$ cat config.mk
export PLATFORM = sky130hd
export DESIGN_NAME = spi_rx_controller
export DESIGN_NICKNAME = d
export VERILOG_FILES = /design/src/rtl/spi_rx_controller.sv
export SDC_FILE = /design/constraint.sdc
export NUM_CORES = 1
export LEC_CHECK = 0
export CAP_MARGIN = 10
export CORE_AREA = 4 4 62 64
export DETAILED_ROUTE_END_ITERATION = 10
export DIE_AREA = 0 0 66 68
export GPL_ROUTABILITY_DRIVEN = 0
export SYNTH_ARGS = -nofsm -noshare
export SYNTH_HDL_FRONTEND = slang
export SYNTH_SLANG_ARGS = --single-unit
$ cat constraint.sdc
create_clock -name clk -period 4.65 [get_ports clk]
set_clock_uncertainty 0.2 [all_clocks]
set_input_delay 0.6975 -clock clk [delete_from_list [all_inputs] [get_ports clk]]
set_output_delay 0.6975 -clock clk [all_outputs]
set_load 0.005 [all_outputs]
$ cat src/rtl/spi_rx_controller.sv
// SPI receive-only slave: deserialises WIDTH-bit frames (MSB first) into a held message register.
// Latency: pins to shift register SYNC_STAGES+1 clk cycles; last sampled bit to msg_valid one more cycle.
// Backpressure: msg_valid/msg_ready handshake; a frame completing while msg is held and not accepted is dropped and flags overrun.
//
// Ports:
//   clk, rst_n        system clock, asynchronous active-low reset
//   sclk, cs_n, MOSI  SPI pins, asynchronous to clk, each synchronised internally
//   msg_ready         consumer accepts msg when msg_valid=1 and msg_ready=1
//   clr_err           one-cycle pulse clearing the sticky overrun flag
//   msg, msg_valid    last completed frame and its valid flag
//   leds              live view of the receive shift register
//   busy              a frame is in progress (RECV or WAIT_END)
//   frame_err         one-cycle pulse when cs_n rises part-way through a frame
//   overrun           sticky, a completed frame was dropped
module spi_rx_controller #(
    parameter int WIDTH       = 4,
    parameter int SYNC_STAGES = 2
) (
    input  logic             clk,
    input  logic             rst_n,
    input  logic             sclk,
    input  logic             cs_n,
    input  logic             MOSI,
    input  logic             msg_ready,
    input  logic             clr_err,
    output logic [WIDTH-1:0] msg,
    output logic             msg_valid,
    output logic [WIDTH-1:0] leds,
    output logic             busy,
    output logic             frame_err,
    output logic             overrun
);

    localparam int CNT_W = $clog2(WIDTH + 1);

    typedef enum logic [1:0] {
        IDLE     = 2'd0,
        RECV     = 2'd1,
        WAIT_END = 2'd2
    } state_t;

    // ------------------------------------------------------------------
    // Input synchronisers: bit 0 takes the raw pin, the MSB is the safe copy.
    // ------------------------------------------------------------------
    logic [SYNC_STAGES-1:0] r_sclk_sync;
    logic [SYNC_STAGES-1:0] r_cs_sync;
    logic [SYNC_STAGES-1:0] r_mosi_sync;

    always_ff @(posedge clk or negedge rst_n) begin
        if (!rst_n) begin
            r_sclk_sync <= '0;
            r_cs_sync   <= '0;
            r_mosi_sync <= '0;
        end else begin
            r_sclk_sync <= {r_sclk_sync[SYNC_STAGES-2:0], sclk};
            r_cs_sync   <= {r_cs_sync[SYNC_STAGES-2:0], cs_n};
            r_mosi_sync <= {r_mosi_sync[SYNC_STAGES-2:0], MOSI};
        end
    end

    logic w_sclk_s;
    logic w_cs_s;
    logic w_mosi_s;

    assign w_sclk_s = r_sclk_sync[SYNC_STAGES-1];
    assign w_cs_s   = r_cs_sync[SYNC_STAGES-1];
    assign w_mosi_s = r_mosi_sync[SYNC_STAGES-1];

    // ------------------------------------------------------------------
    // sclk rising-edge detect on the synchronised copy.
    // r_armed records that cs_n has been seen deasserted since reset, so a
    // chip select already low when reset is released cannot start a frame
    // in the middle of a transfer.
    // ------------------------------------------------------------------
    logic r_sclk_d;
    logic r_armed;
    logic w_sclk_rise;

    always_ff @(posedge clk or negedge rst_n) begin
        if (!rst_n) begin
            r_sclk_d <= 1'b0;
            r_armed  <= 1'b0;
        end else begin
            r_sclk_d <= w_sclk_s;
            if (w_cs_s) begin
                r_armed <= 1'b1;
            end
        end
    end

    assign w_sclk_rise = w_sclk_s & ~r_sclk_d;

    // ------------------------------------------------------------------
    // Frame FSM
    // ------------------------------------------------------------------
    state_t             r_state;
    state_t             w_next_state;
    logic [CNT_W-1:0]   r_bit_cnt;
    logic [WIDTH-1:0]   r_shift;
    logic               r_frame_done;
    logic               r_frame_err;
    logic               w_clear;
    logic               w_shift_en;
    logic               w_done;
    logic               w_err;

    always_ff @(posedge clk or negedge rst_n) begin
        if (!rst_n) begin
            r_state <= IDLE;
        end else begin
            r_state <= w_next_state;
        end
    end

    always_comb begin
        w_next_state = r_state;
        w_clear      = 1'b0;
        w_shift_en   = 1'b0;
        w_done       = 1'b0;
        w_err        = 1'b0;
        case (r_state)
            IDLE: begin
                if (r_armed && !w_cs_s) begin
                    w_next_state = RECV;
                    w_clear      = 1'b1;
                end
            end
            RECV: begin
                // Chip select release wins over a coincident sclk edge.
                if (w_cs_s) begin
                    w_next_state = IDLE;
                    w_err        = (r_bit_cnt != '0);
                end else if (w_sclk_rise) begin
                    w_shift_en = 1'b1;
                    if (r_bit_cnt == CNT_W'(WIDTH - 1)) begin
                        w_next_state = WAIT_END;
                        w_done       = 1'b1;
                    end
                end
            end
            WAIT_END: begin
                // Surplus sclk edges are ignored until cs_n is released.
                if (w_cs_s) begin
                    w_next_state = IDLE;
                end
            end
            default: begin
                w_next_state = IDLE;
            end
        endcase
    end

    // ------------------------------------------------------------------
    // Shift register and bit counter. A partial frame stays visible on leds
    // after an aborted transfer; it is only cleared when the next frame starts.
    // ------------------------------------------------------------------
    always_ff @(posedge clk or negedge rst_n) begin
        if (!rst_n) begin
            r_bit_cnt <= '0;
            r_shift   <= '0;
        end else if (w_clear) begin
            r_bit_cnt <= '0;
            r_shift   <= '0;
        end else if (w_shift_en) begin
            r_bit_cnt <= r_bit_cnt + CNT_W'(1);
            r_shift   <= {r_shift[WIDTH-2:0], w_mosi_s};
        end
    end

    // frame_done is registered so that it lines up with the shift register
    // already holding the final bit.
    always_ff @(posedge clk or negedge rst_n) begin
        if (!rst_n) begin
            r_frame_done <= 1'b0;
            r_frame_err  <= 1'b0;
        end else begin
            r_frame_done <= w_done;
            r_frame_err  <= w_err;
        end
    end

    // ------------------------------------------------------------------
    // Message holding register with valid/ready handshake and overrun flag.
    // A frame arriving in the same cycle the held one is accepted simply
    // replaces it, keeping msg_valid high.
    // ------------------------------------------------------------------
    logic [WIDTH-1:0] r_msg;
    logic             r_msg_valid;
    logic             r_overrun;
    logic             w_drop;

    assign w_drop = r_frame_done & r_msg_valid & ~msg_ready;

    always_ff @(posedge clk or negedge rst_n) begin
        if (!rst_n) begin
            r_msg       <= '0;
            r_msg_valid <= 1'b0;
            r_overrun   <= 1'b0;
        end else begin
            if (r_frame_done) begin
                if (!r_msg_valid || msg_ready) begin
                    r_msg       <= r_shift;
                    r_msg_valid <= 1'b1;
                end
            end else if (r_msg_valid && msg_ready) begin
                r_msg_valid <= 1'b0;
            end

            // A new drop takes priority over a coincident clear.
            if (w_drop) begin
                r_overrun <= 1'b1;
            end else if (clr_err) begin
                r_overrun <= 1'b0;
            end
        end
    end

    assign msg       = r_msg;
    assign msg_valid = r_msg_valid;
    assign leds      = r_shift;
    assign busy      = (r_state != IDLE);
    assign frame_err = r_frame_err;
    assign overrun   = r_overrun;

endmodule
==> run_results.csv <==
group,metric,value,unit
outcome,status,"finished clean",
setup_path,cp_cell_sequence,"or2_2 > clkdlybuf4s50_1",
routing,drt.antenna.violating_nets,0,
routing,drt_drc_violations_left,0,
cells_and_area,antenna_cells,0,
cells_and_area,nNetsFinal,108,
die,die_x,66,um
cells_and_area,mostFrequentLayoutCells,"dfrtp_1 (25), clkdlybuf4s50_1 (18), inv_1 (12)",
power_and_ir_drop,power_frac_comb,9.6,%
synth,syn_inst,76,
power_and_ir_drop,switching_share,22.4,%
synth,synth_nets,86,
die,io_pins,19,
synth,synth_top_family_by_area,"multiplexers",
timing,rsz0062_at_grt,"no",
routing,routedWlPerCell,10.2,um
synth,synth_simple_gate_area_share,11.2,%
setup_path,arrival,1.51,ns
synth,synth_mux_area_share,11.8,%
clock_tree,clock_sinks,25,
power_and_ir_drop,max-vdd-ir-drop,75.3,uV
synth,synth_compound_area_share,2.70,%
synth,syn_area_per_cell,12.8,sq um
clock_tree,cts_buffers,3,
timing,max_slew.worst_pin.slew,0.592,ns
timing,finalSetupTns,0,ns
min_path,holdPathStages,0,
setup_path,crit_path_top_delay_cell,"dfrtp_1",
power_and_ir_drop,clkPwrFrac,25.7,%
min_path,hold_start,"r_cs_sync[0]",
global_routing,overflow,0,
power_and_ir_drop,powerDensity,289,nW/um^2
setup_path,r2r_cells,3,
timing,slew_headroom,60.4,%
setup_path,critical_path_class,"flip-flop to primary output",
routing,drt_first_pass_iters,2,
timing,setup_viol,0,
die,row_count,21,
clock_tree,post_cts_buffers,0,
synth,synth-xor-area-share,0,%
routing,wl,1460,um
setup_path,timing.rr.end,"leds[2]",
clock_tree,clk_path_buf_depth,2,
setup_path,path_max_fanout,4,
clock_tree,clk_latency,0.30,ns
cells_and_area,layout-drive-gt1-share,12.4,%
cells_and_area,syn_to_final_growth,27.1,%
routing,drt_iter0_markers,26,
global_routing,grtUsageTotal,7.55,%
placed_design,place_area,1200,sq um
synth,synth.distinct_cells,19,
run,maxCapViolCount,0,
clock_tree,clockRootBuffer,"clkbuf_4",
synth,ys_warn_count,0,
routing,vias,579,
global_routing,grt_max_degree,26,
die,dieArea,4490,sq um
die,die_h,68,um
setup_path,r2r_slack,2.99,ns
min_path,min_to,"r_cs_sync[1]",
cells_and_area,layout.cells.most_common,"dfrtp_1",
cells_and_area,finalInstanceArea,1240,sq um
synth,synth_seq_area_share,64.3,%
placed_design,port_buffers,18,
die,start_util,29.6,%
global_routing,antenna_found_initial,0,
clock_tree,post_cts_resized,0,
global_routing,grt_pass1_wl,2600,um
timing,period_share,51.8,%
setup_path,r2r_start,"r_state[1]",
power_and_ir_drop,p_seq_share,64.7,%
synth,yosys.area_share.adder,3.86,%
placed_design,dp_hpwl,1120,um
setup_path,critPathMaxStageDelay,0.46,ns
die,core-area,3280,sq um
timing,hold_violations,0,
timing,max_clock_freq,0.416,GHz
setup_path,required,3.75,ns
clock_tree,cts_tree,"yes",
clock_tree,clk_pin_slew,0.12,ns
setup_path,cp-start-kind,"flip-flop",
synth,syn-cell-area,973,sq um
power_and_ir_drop,intPower,278,uW
power_and_ir_drop,p_switching,80.3,uW
clock_tree,hold_buffers,0,
cells_and_area,fillers,329,
power_and_ir_drop,leakagePower,0.585,nW
min_path,min_path_type,"flip-flop to flip-flop",
timing,slew_viol_final,0,
setup_path,endpoint_kind,"primary output",
clock_tree,cts_htree_levels,1,
power_and_ir_drop,p_total,358,uW
global_routing,grt_pass1_vias,598,
timing,finalCriticalPeriod,2.41,ns
routing,vias_per_cell,4.05,
synth,ys_ff_latch,25,
## per-layer routing
metal	vias up	wire length, um	track usage (%)
met4	0	0	3.05
met5	-	0	0
met1	281	653	9.21
li1	284	-	-
met3	0	94	2.46
met2	14	711	12.4
## cells by family (layout without fill, tap and decap cells)
logic type | after synthesis | after routing
buf+inv | 14 | 35
simple gates | 19 | 19
flops | 25 | 25
compound gates | 4 | 4
mux | 11 | 11
fa+ha+maj | 3 | 3
## metrics by stage
stage | util (%) | worst slack, ns | hold slack, ns | std cells
2_1_floorplan | - | 3.01 | 0.131 | 76
5_1_grt | 37.7 | 2.16 | 0.170 | 143
3_3_place_gp | 36.4 | 2.42 | 0.134 | 138
3_5_place_dp | 36.4 | 2.39 | 0.135 | 138
4_1_cts | 37.2 | 2.23 | 0.164 | 142
6_report | 37.7 | 2.24 | 0.161 | 143
## Yosys cell counts
cell type  count  area [sq um]
mux2i_1        7          70.1
buf_6          1          11.3
nor3b_1        1          7.51
nand2b_4       1          13.8
or4b_1         1          10.0
o22ai_1        1          6.26
nand2b_1       1          6.26
o31ai_1        1          7.51
ha_1           3          37.5
inv_1         12          45.0
nand2_1       10          37.5
mux2_2         4          45.0
or2_2          2          12.5
a211oi_1       1          7.51
dfrtp_1       25           626
o21ai_0        1          5.00
nor2_1         2          7.51
clkbuf_1       1          3.75
or4b_4         1          13.8
## cell type report
class                           instances  area (sq um)  area share [%]
Sequential cell                        25           626            50.6
Timing Repair Buffer                   19           195            15.8
Clock buffer                            4          26.3            2.12
Multi-Input combinational cell         37           288            23.3
Tap cell                               46          57.6            4.65
Inverter                               12          45.0            3.64
## flip-flops by register name (all words and copies together), names as in the netlist
| register | cells |
|---|---|
| leds | 4 |
| r_mosi_sync | 2 |
| r_cs_sync | 2 |
| r_sclk_d | 1 |
| r_state | 2 |
| r_armed | 1 |
| msg | 4 |
| r_bit_cnt | 3 |
| r_frame_done | 1 |
| frame_err | 1 |
| r_sclk_sync | 2 |
| msg_valid | 1 |
| overrun | 1 |
## power by group through the flow
| stage | Clock, mW | Combinational, mW | Sequential, mW |
|---|---|---|---|
| 3_5_place_dp | 0 | 0.0341 | 0.236 |
| 3_3_place_gp | 0 | 0.0335 | 0.236 |
| 2_1_floorplan | 0 | 0.0165 | 0.235 |
| 5_1_grt | 0.107 | 0.0391 | 0.233 |
| 6_report | 0.0918 | 0.0345 | 0.232 |
| 4_1_cts | 0.0980 | 0.0342 | 0.232 |
## worst max-delay path: cells and delay by family, from the launching register on
kind | cells | cell delay, ns
AND/OR/NAND/NOR | 1 | 0.31
buffers and inverters | 1 | 0.44
flip-flops | 1 | 0.46
## worst max path at each step
stage | startpoint | endpoint | slack (ns) | cells past startpoint
after CTS | r_state[0] | busy | 2.23 | 2
after detailed placement | rst_n | msg[0] | 2.39 | 1
after global placement | rst_n | leds[0] | 2.42 | 1
after global routing | r_state[0] | busy | 2.16 | 2
after floorplan | msg_ready | msg[0] | 3.01 | 3
final | r_state[0] | busy | 2.24 | 2
No activity file was read; power rests on OpenSTA's default activity.
